`src/rtl/alu_pkg.sv`:
```
// Shared constants for the execute-stage ALU: datapath widths and opcode encodings.
package alu_pkg;

  localparam int ALU_WIDTH = 32;
  localparam int SHAMT_W   = 5;
  localparam int OPC_W     = 5;

  localparam logic [OPC_W-1:0] OP_ADD = 5'b00000;
  localparam logic [OPC_W-1:0] OP_SUB = 5'b00001;
  localparam logic [OPC_W-1:0] OP_AND = 5'b00010;
  localparam logic [OPC_W-1:0] OP_OR  = 5'b00011;
  localparam logic [OPC_W-1:0] OP_SLL = 5'b00100;
  localparam logic [OPC_W-1:0] OP_SRA = 5'b00101;

endpackage

```
`src/rtl/alu_adder32.sv`:
```
// Two's-complement adder with carry-in; reports signed overflow of the addition.
module alu_adder32
  import alu_pkg::*;
#(
  parameter int WIDTH = ALU_WIDTH
) (
  input  logic signed [WIDTH-1:0] a,
  input  logic signed [WIDTH-1:0] b,
  input  logic                    cin,
  output logic signed [WIDTH-1:0] sum,
  output logic                    ovf
);

  logic signed [WIDTH-1:0] cin_ext;

  assign cin_ext = $signed({{(WIDTH-1){1'b0}}, cin});
  assign sum     = a + b + cin_ext;

  // Subtraction callers pass ~B, so the same-sign rule covers both ADD and SUB.
  assign ovf = (a[WIDTH-1] == b[WIDTH-1]) && (sum[WIDTH-1] != a[WIDTH-1]);

endmodule

```
`src/rtl/alu_unit.sv`:
```
// Execute-stage ALU: combinational operation select followed by one output register stage.
module alu_unit
  import alu_pkg::*;
#(
  parameter int WIDTH = ALU_WIDTH
) (
  input  logic                    clock,
  input  logic                    reset,
  input  logic signed [WIDTH-1:0] data_operandA,
  input  logic signed [WIDTH-1:0] data_operandB,
  input  logic [OPC_W-1:0]        ctrl_ALUopcode,
  input  logic [SHAMT_W-1:0]      ctrl_shiftamt,
  output logic signed [WIDTH-1:0] data_result,
  output logic                    isNotEqual,
  output logic                    isLessThan,
  output logic                    overflow
);

  logic signed [WIDTH-1:0] b_inv_p0;
  logic signed [WIDTH-1:0] sum_p0;
  logic signed [WIDTH-1:0] diff_p0;
  logic signed [WIDTH-1:0] result_p0;
  logic                    add_ovf_p0;
  logic                    sub_ovf_p0;
  logic                    ovf_p0;
  logic                    ne_p0;
  logic                    lt_p0;

  logic signed [WIDTH-1:0] result_p1;
  logic                    ovf_p1;
  logic                    ne_p1;
  logic                    lt_p1;

  assign b_inv_p0 = ~data_operandB;

  alu_adder32 #(.WIDTH(WIDTH)) u_add (
    .a   (data_operandA),
    .b   (data_operandB),
    .cin (1'b0),
    .sum (sum_p0),
    .ovf (add_ovf_p0)
  );

  // Subtract path runs every cycle so the compare flags never depend on the opcode.
  alu_adder32 #(.WIDTH(WIDTH)) u_sub (
    .a   (data_operandA),
    .b   (b_inv_p0),
    .cin (1'b1),
    .sum (diff_p0),
    .ovf (sub_ovf_p0)
  );

  assign ne_p0 = |diff_p0;
  assign lt_p0 = diff_p0[WIDTH-1] ^ sub_ovf_p0;

  always_comb begin
    result_p0 = '0;
    ovf_p0    = 1'b0;
    case (ctrl_ALUopcode)
      OP_ADD: begin
        result_p0 = sum_p0;
        ovf_p0    = add_ovf_p0;
      end
      OP_SUB: begin
        result_p0 = diff_p0;
        ovf_p0    = sub_ovf_p0;
      end
      OP_AND: result_p0 = data_operandA & data_operandB;
      OP_OR:  result_p0 = data_operandA | data_operandB;
      OP_SLL: result_p0 = data_operandA << ctrl_shiftamt;
      OP_SRA: result_p0 = data_operandA >>> ctrl_shiftamt;
      default: ;
    endcase
  end

  // p0 -> p1: output register stage
  always_ff @(posedge clock or posedge reset) begin
    if (reset) begin
      result_p1 <= '0;
      ovf_p1    <= 1'b0;
      ne_p1     <= 1'b0;
      lt_p1     <= 1'b0;
    end else begin
      result_p1 <= result_p0;
      ovf_p1    <= ovf_p0;
      ne_p1     <= ne_p0;
      lt_p1     <= lt_p0;
    end
  end

  assign data_result = result_p1;
  assign overflow    = ovf_p1;
  assign isNotEqual  = ne_p1;
  assign isLessThan  = lt_p1;

endmodule

```
`config.mk`:
```
export PLATFORM = sky130hd
export DESIGN_NAME = alu_unit
export DESIGN_NICKNAME = d
export VERILOG_FILES = /design/src/rtl/alu_pkg.sv /design/src/rtl/alu_adder32.sv /design/src/rtl/alu_unit.sv
export SDC_FILE = /design/constraint.sdc
export NUM_CORES = 1
export LEC_CHECK = 0
export ABC_CLOCK_PERIOD_IN_PS = 3200
export BUFFER_PORTS_ARGS = -buffer_cell sky130_fd_sc_hd__buf_4
export CAP_MARGIN = 0
export CORE_MARGIN = 3
export CORE_UTILIZATION = 60
export CTS_CLUSTER_DIAMETER = 50
export CTS_CLUSTER_SIZE = 12
export DETAILED_ROUTE_END_ITERATION = 12
export HOLD_SLACK_MARGIN = 0.1
export PLACE_DENSITY = 0.82
export SYNTH_ARGS = -nofsm -noshare
export SYNTH_HDL_FRONTEND = slang
export SYNTH_SLANG_ARGS = --single-unit
```
`constraint.sdc`:
```
create_clock -name clock -period 3.2 [get_ports clock]
set_clock_uncertainty 0.2 [all_clocks]
set_input_delay 0.64 -clock clock [delete_from_list [all_inputs] [get_ports clock]]
set_output_delay 0.64 -clock clock [all_outputs]
set_load 0.02 [all_outputs]
```
==> reports/results.txt, run 1 <==
top_reg_cell synth: dfrtp_1
Synth cell types: 70
post-synthesis cell area: 0.00911 mm²
worst ep type: register data pin
sequential share of the synthesized area: 0.0962
starting density of the core: 0.620
htree depth: 2
clock root cell: clkbuf_16
FFs w/ async S/R, synth: 1.00
Hold Buf Count CTS: 0
clk sinks: 35
Die X: 129 µm
Err: [ERROR GRT-0232] Routing congestion too high. Check the congestion heatmap in the GUI.
Placed Area: 0.0122 mm²
largest net degree at the start of global routing: 49
top cells by area, synth: ha_1 14%, dfrtp_1 9.6%, mux2i_1 8.5%
row count: 44
Die H: 129 µm
syn avg cell area: 7.13 µm²
status: did not finish
Max Root-Sink Buffers: 2
number of enable flip-flop cells after synthesis: 0
number of synthesis warnings: 0
Ports: 111
Num CTS Buffers: 5
post-GRT worst EP: isNotEqual$_DFF_PP0_/D
placer congestion estimate: 1.25
global route total overflow: 284
post-synth top area share: 0.143
Seq cells post-synth: 35
Total Routing Usage GR: 0.868
HPWL Detailed: 31300 µm
Port Buffers: 110
Placement Setup Slack: -1.00 ns
Synthesized Nets: 1459
dominant cell type by area after synthesis: ha_1
Stopped at: 5_1_grt
cells after synthesis: 1277
==> stage by stage <==
stage | TNS (ns) | instances
2_1_floorplan | -1.44 | 1277
3_3_place_gp | -13.01 | 1784
3_5_place_dp | -15.35 | 1784
4_1_cts | -3.74 | 1828
==> synth_stat cells, types with 7 or more instances <==
library cell  number
nor2_1           148
inv_1             97
buf_1             14
a211oi_1          17
clkbuf_1          67
a221oi_1          10
a211o_1            8
or3_1              7
o21ai_0          134
o31ai_1           14
mux4_2            29
nand2b_1          10
a21oi_1          138
dfrtp_1           35
o221ai_1          12
nand2_1           99
o22ai_1           14
o21bai_1          13
xnor2_1           42
nor3_1            24
o211ai_1          20
nand3_1           15
a21o_1             8
ha_1             104
mux2i_1           77
a31oi_1           14
==> kinds of logic after synthesis <==
family          count (synthesis)  synth area share
buf+inv                       192            0.0818
xor+xnor                       45            0.0433
flops                          35            0.0962
simple gates                  343             0.167
fa+ha+maj                     106             0.147
mux                           112             0.164
compound gates                444             0.301
==> layer usage <==
layer  GRT overflow  track usage
met1             12        0.846
met2            137        0.985
met3             17        0.770
met4            115        0.914
met5              3        0.482
==> repair_timing <==
action,CTS
setup buffers,42
endpoints found under the setup margin,23
gates cloned,0
gates resized for setup,136
pin swaps,61
==> run 2: changes to the inputs <==
- CORE_UTILIZATION: 60 -> 40
- CTS_CLUSTER_DIAMETER: 50 -> default
- CTS_CLUSTER_SIZE: 12 -> default
- HOLD_SLACK_MARGIN: 0.1 -> default
- PLACE_DENSITY: 0.82 -> default
- PLACE_DENSITY_LB_ADDON: default -> 0.15
==> run 2 against run 1 <==
Compared with the run above:
- the flow now finishes, with violations (negative setup slack)
- synthesized area unchanged
- synthesized cell count unchanged
==> reports/results.txt, run 2 <==
status: finished, violations left
failing checks: negative setup slack
htree depth: 2
Max Cap Violations: 0
Port Buffers: 110
Synthesized Nets: 1459
starting density of the core: 0.412
most used cell, CP: buf_4
final setup margin: -0.544 ns
post-layout min period: 3.74 ns
Commonest cells post-synth: 148 x nor2_1, 138 x a21oi_1, 134 x o21ai_0, 104 x ha_1, 99 x nand2_1
Leak: 6.65 nW
critical-path cell list: buf_4 -> inv_4 -> ha_4 -> or4_4 -> nor4_4 -> and2_4 -> nor2_1 -> mux2i_1 -> buf_4 -> o2111ai_1 -> or4_1 -> a2111oi_2 -> o221ai_1 -> nor4_1 -> nand4_1
clock power share: 0.164
post-synth top area share: 0.143
HPWL Detailed: 34000 µm
die footprint: 0.0246 mm²
Critical Path Start Type: input port
Die H: 157 µm
worst min-delay path class: in2async
DR pass1 iterations: 7
Final Max Tran Viols: 0
Ports: 111
top_reg_cell synth: dfrtp_1
Setup crit end kind: register
VDD IR max: 184 µV
power share of the sequential group: 0.127
largest net degree at the start of global routing: 68
# diodes: 0
FFs w/ async S/R, synth: 1.00
TNS Setup: -4.20 ns
via count: 11800
share of layout cells above drive strength 1: 0.398
fill cell count: 1968
initial antenna violation count: 0
row count: 54
Max Fclk: 0.267 GHz
Layout Utilization: 0.635
number of synthesis warnings: 0
placer congestion estimate: 1.06
most frequent cell after synthesis: nor2_1
Layout area overhead: 53.9%
Seq cells post-synth: 35
Max Root-Sink Buffers: 2
Final ANT Viol Nets: 0
Max stage delay on crit path: 0.56 ns
combinational fraction of design power: 0.709
Worst EP arrival: 3.72 ns
vias in the first global route: 10900
total power: 0.00378 W
Setup Viol. Count Final: 17
switching share of power: 0.447
Num CTS Buffers: 5
DRC Markers: 0
top cells by area, synth: ha_1 14%, dfrtp_1 9.6%, mux2i_1 8.5%
Worst EP required: 3.17 ns
Die X: 157 µm
worst slew pin tran: 0.852 ns
routed len/inst: 21.6 µm
PwrDens: 270 mW/mm²
Placement Setup Slack: -0.987 ns
Clock transition at path regs: 0.08 ns
max reg flops: 32
post-synthesis cell area: 0.00911 mm²
Total Routing Usage GR: 0.327
NetSw: 0.00169 W
clock root cell: clkbuf_16
sequential share of the synthesized area: 0.0962
Initial DRC Count: 1405
number of enable flip-flop cells after synthesis: 0
Tcrit/Tclk final: 1.17
critical path class: in2reg
global-route wire length before repair: 62500 µm
commonest cells after routing, fill and taps aside: 460 x buf_4, 145 x nor2_1, 114 x o21ai_0, 113 x a21oi_1, 97 x nand2_1
global route total overflow: 0
Core Box Area: 0.0221 mm²
CTS tree: done
Hold Vio Cnt, Final: 0
cells after synthesis: 1277
Slew headroom: 0.426
most common cell after layout, fill and taps aside: buf_4
via/cell ratio: 5.99
drt total wl: 42500 µm
Internal Power: 0.00209 W
Critical-path top delay cell: or4_4
RSZ-0062 raised after global routing: true
critical path fanouts, max: 4
dominant cell type by area after synthesis: ha_1
clk sinks: 35
Synth cell types: 70
syn avg cell area: 7.13 µm²
Post-layout nets: 1871
Hold Buf Count CTS: 0
-- run 2: timing repair --
action / in CTS / in global routing
gates resized for setup: 74 / 127
setup buffers: 11 / 25
setup endpoints to repair: 23 / 24
pin swaps: 37 / 58
-- run 2: routing by layer --
layer / part of all wire / wire [µm] / GRT usage
met5: 0 / 0 / 0
met4: 0.035 / 1470 / 0.0888
met3: 0.11 / 4640 / 0.0653
met2: 0.44 / 18800 / 0.511
met1: 0.41 / 17600 / 0.459
-- run 2: worst max-delay path, delay by kind of cell --
kind	cells	cell delay (ns)
AOI/OAI and AO/OA	3	0.51
adders and majority gates	1	0.21
buffers and inverters	3	0.31
muxes	1	0.12
and+or+nand+nor	7	1.91
-- run 2: logic make-up (layout without fill, tap and decap cells) --
logic type	Yosys count	after routing	synth area share
muxes	112	112	0.164
AOI/OAI and AO/OA	444	444	0.301
and+or+nand+nor	343	343	0.167
xor gates and xnor gates	45	45	0.0433
adders and majority gates	106	106	0.147
buffers and inverters	192	605	0.0818
DFF	35	35	0.0962
-- run 2: final cells by class --
class / instances / area, µm² / share of cell area
multi-input cells: 1050 / 8280 / 0.590
clock inverters: 3 / 47.5 / 0.00339
well taps: 280 / 350 / 0.0250
flip-flops and latches: 35 / 876 / 0.0625
inverters: 102 / 433 / 0.0309
clock buffers: 5 / 125 / 0.00893
repair buffers: 495 / 3910 / 0.279
-- run 2: stage by stage --
stage               hold slack (ns)  area, µm²  cells
finish                        0.261      14000   1970
global route                  0.330      14000   1970
CTS                           0.288      13300   1949
detailed placement            0.605      12800   1931
global placement              0.591      12800   1931
floorplan                     0.594       9230   1277
-- run 2: final timing paths --
check	startpoint	end	slack [ns]	cells after the start
max in group asynchronous	reset	data_result[4]	2.19	3
max	data_operandB[25]	isNotEqual	-0.54	15
min in group clock	data_operandA[31]	isLessThan	0.49	3
min	reset	data_result[3]	0.26	3
-- run 2: power by group through the flow --
stage	Clock, W	Combinational [W]	Sequential (W)
after floorplan	0	0.00113	0.000524
after global placement	0	0.00229	0.000487
after detailed placement	0	0.00231	0.000488
after CTS	0.000625	0.00242	0.000479
after global routing	0.000635	0.00283	0.000481
final	0.000620	0.00268	0.000479
(Power assumes the default switching activity.)
==> run 3: changes to the inputs <==
- SETUP_SLACK_MARGIN: default -> 0.05
==> run 3 against run 2 <==
Compared with the run above:
- worst setup slack gained 0.0031 ns
- total power grew 5.2%
- critical endpoint unchanged
- clock-buffer cell count is the same
- first-iteration DRC count shrank 0.93%
- worst hold slack lost 0.015 ns
- highest routed layer unchanged
- routed wire length grew 8.4%
- core utilization grew 4.8 points
- critical path type unchanged
- combinational power grew 8.6%
- the flow still finishes with violations (negative setup slack)
==> reports/results.txt, run 3 (synthesis gave the netlist of run 2 again) <==
initial antenna violation count: 1
status: finished, violations left
Leak: 7.13 nW
vias in the first global route: 11600
max reg flops: 32
# diodes: 0
global route total overflow: 0
Hold Vio Cnt, Final: 0
Min Hold Slack: 0.246 ns
Worst EP required: 3.17 ns
clock root cell: clkbuf_16
VDD IR max: 179 µV
Layout area overhead: 65.7%
Setup crit end kind: register
HPWL Detailed: 36700 µm
most common cell after layout, fill and taps aside: buf_4
critical path class: in2reg
Max Fclk: 0.267 GHz
combinational fraction of design power: 0.733
Setup Viol. Count Final: 18
Design Area, Final: 0.0151 mm²
Internal Power: 0.00222 W
Clock transition at path regs: 0.07 ns
Core Box Area: 0.0221 mm²
CTS tree: done
clk sinks: 35
Final ANT Viol Nets: 0
routed len/inst: 22.5 µm
Placed Area: 0.0133 mm²
htree depth: 2
clock power share: 0.147
Initial DRC Count: 1392
row count: 54
NetSw: 0.00176 W
Max Root-Sink Buffers: 2
DRC Markers: 0
commonest cells after routing, fill and taps aside: 526 x buf_4, 144 x nor2_1, 112 x o21ai_0, 108 x a21oi_1, 94 x nand2_1
Hold Buf Count CTS: 0
die footprint: 0.0246 mm²
Worst EP arrival: 3.71 ns
power share of the sequential group: 0.120
Critical Path Start Type: input port
via count: 12200
Num CTS Buffers: 5
Die H: 157 µm
Post-layout nets: 1952
total power: 0.00398 W
Final Max Tran Viols: 0
worst slew pin tran: 0.663 ns
worst min-delay path class: in2async
final setup margin: -0.541 ns
Ports: 111
critical path fanouts, max: 3
global-route wire length before repair: 68200 µm
failing checks: negative setup slack
Max Cap Violations: 0
Placement Setup Slack: -1.27 ns
starting density of the core: 0.412
PwrDens: 264 mW/mm²
Die X: 157 µm
placer congestion estimate: 0.987
share of layout cells above drive strength 1: 0.451
switching share of power: 0.443
drt total wl: 46100 µm
DR pass1 iterations: 6
Tcrit/Tclk final: 1.17
Total Routing Usage GR: 0.359
Slew headroom: 0.553
RSZ-0062 raised after global routing: true
post-layout min period: 3.74 ns
largest net degree at the start of global routing: 53
Port Buffers: 110
via/cell ratio: 5.95
==> run 3: cell count changes in the layout (fill, tap and decap cells not counted), moves of 3 or more <==
cell / before / now
buf_6: 26 / 36
buf_4: 460 / 526
o21ai_2: 8 / 11
ha_4: 11 / 19
xnor2_2: 11 / 16
nand2_1: 97 / 94
ha_1: 91 / 81
buf_8: 3 / 7
xnor2_1: 31 / 26
a21oi_2: 19 / 22
mux2i_1: 75 / 72
a21oi_1: 113 / 108
==> run 3: cell type report <==
cell class	count	area, µm²
multi-input combinational	1050	8640
fill	1858	7010
timing repair buffer	576	4600
sequential	35	876
inverter	102	448
tap	280	350
clock buffer	5	125
clock inverter	3	47.5
==> run 3: worst paths after layout <==
path / slack, ns / end / depth (start not counted) / from
max: -0.54 / isNotEqual / 15 / data_operandA[25]
min: 0.25 / data_result[28] / 3 / reset
max in group asynchronous: 2.22 / data_result[4] / 3 / reset
min in group clock: 0.50 / isLessThan / 3 / data_operandA[31]
==> run 3: worst max-delay path, cell delays in order <==
cell,delay (ns)
buf_8,0.10
inv_6,0.06
ha_4,0.19
or4_4,0.56
nor4_4,0.25
and2_4,0.21
nor2_4,0.04
mux2i_4,0.19
buf_6,0.12
o2111ai_2,0.08
or4_4,0.51
a2111oi_4,0.21
o221ai_2,0.18
nor4_2,0.23
nand4_1,0.12
==> run 3: power by group through the flow <==
stage	registers [W]	clock network (W)	logic, W
2_1_floorplan	0.000524	0	0.00114
3_3_place_gp	0.000486	0	0.00243
3_5_place_dp	0.000487	0	0.00243
4_1_cts	0.000478	0.000589	0.00270
5_1_grt	0.000481	0.000603	0.00307
6_report	0.000479	0.000583	0.00291
==> run 3: metal layers <==
metal,routed length [µm],GRT usage,part of all wire
met2,20500,0.566,0.45
met4,1450,0.0838,0.031
met3,4150,0.0454,0.090
met1,20000,0.520,0.43
met5,0,0,0
==> run 3: per-stage QoR <==
step	instances	utilization	TNS, ns
after floorplan	1277	-	-1.47
after global routing	2051	0.683	-5.46
after global placement	2002	0.603	-15.20
final	2051	0.683	-4.18
after detailed placement	2002	0.603	-16.09
after CTS	2040	0.661	-3.75
==> run 3: timing repair <==
| item | CTS | global route |
|---|---|---|
| resized for setup | 198 | 92 |
| pin swaps | 84 | 69 |
| buffers inserted | 38 | 22 |
| setup endpoints to repair | 24 | 26 |
| endpoints found under the hold margin | 0 | 0 |
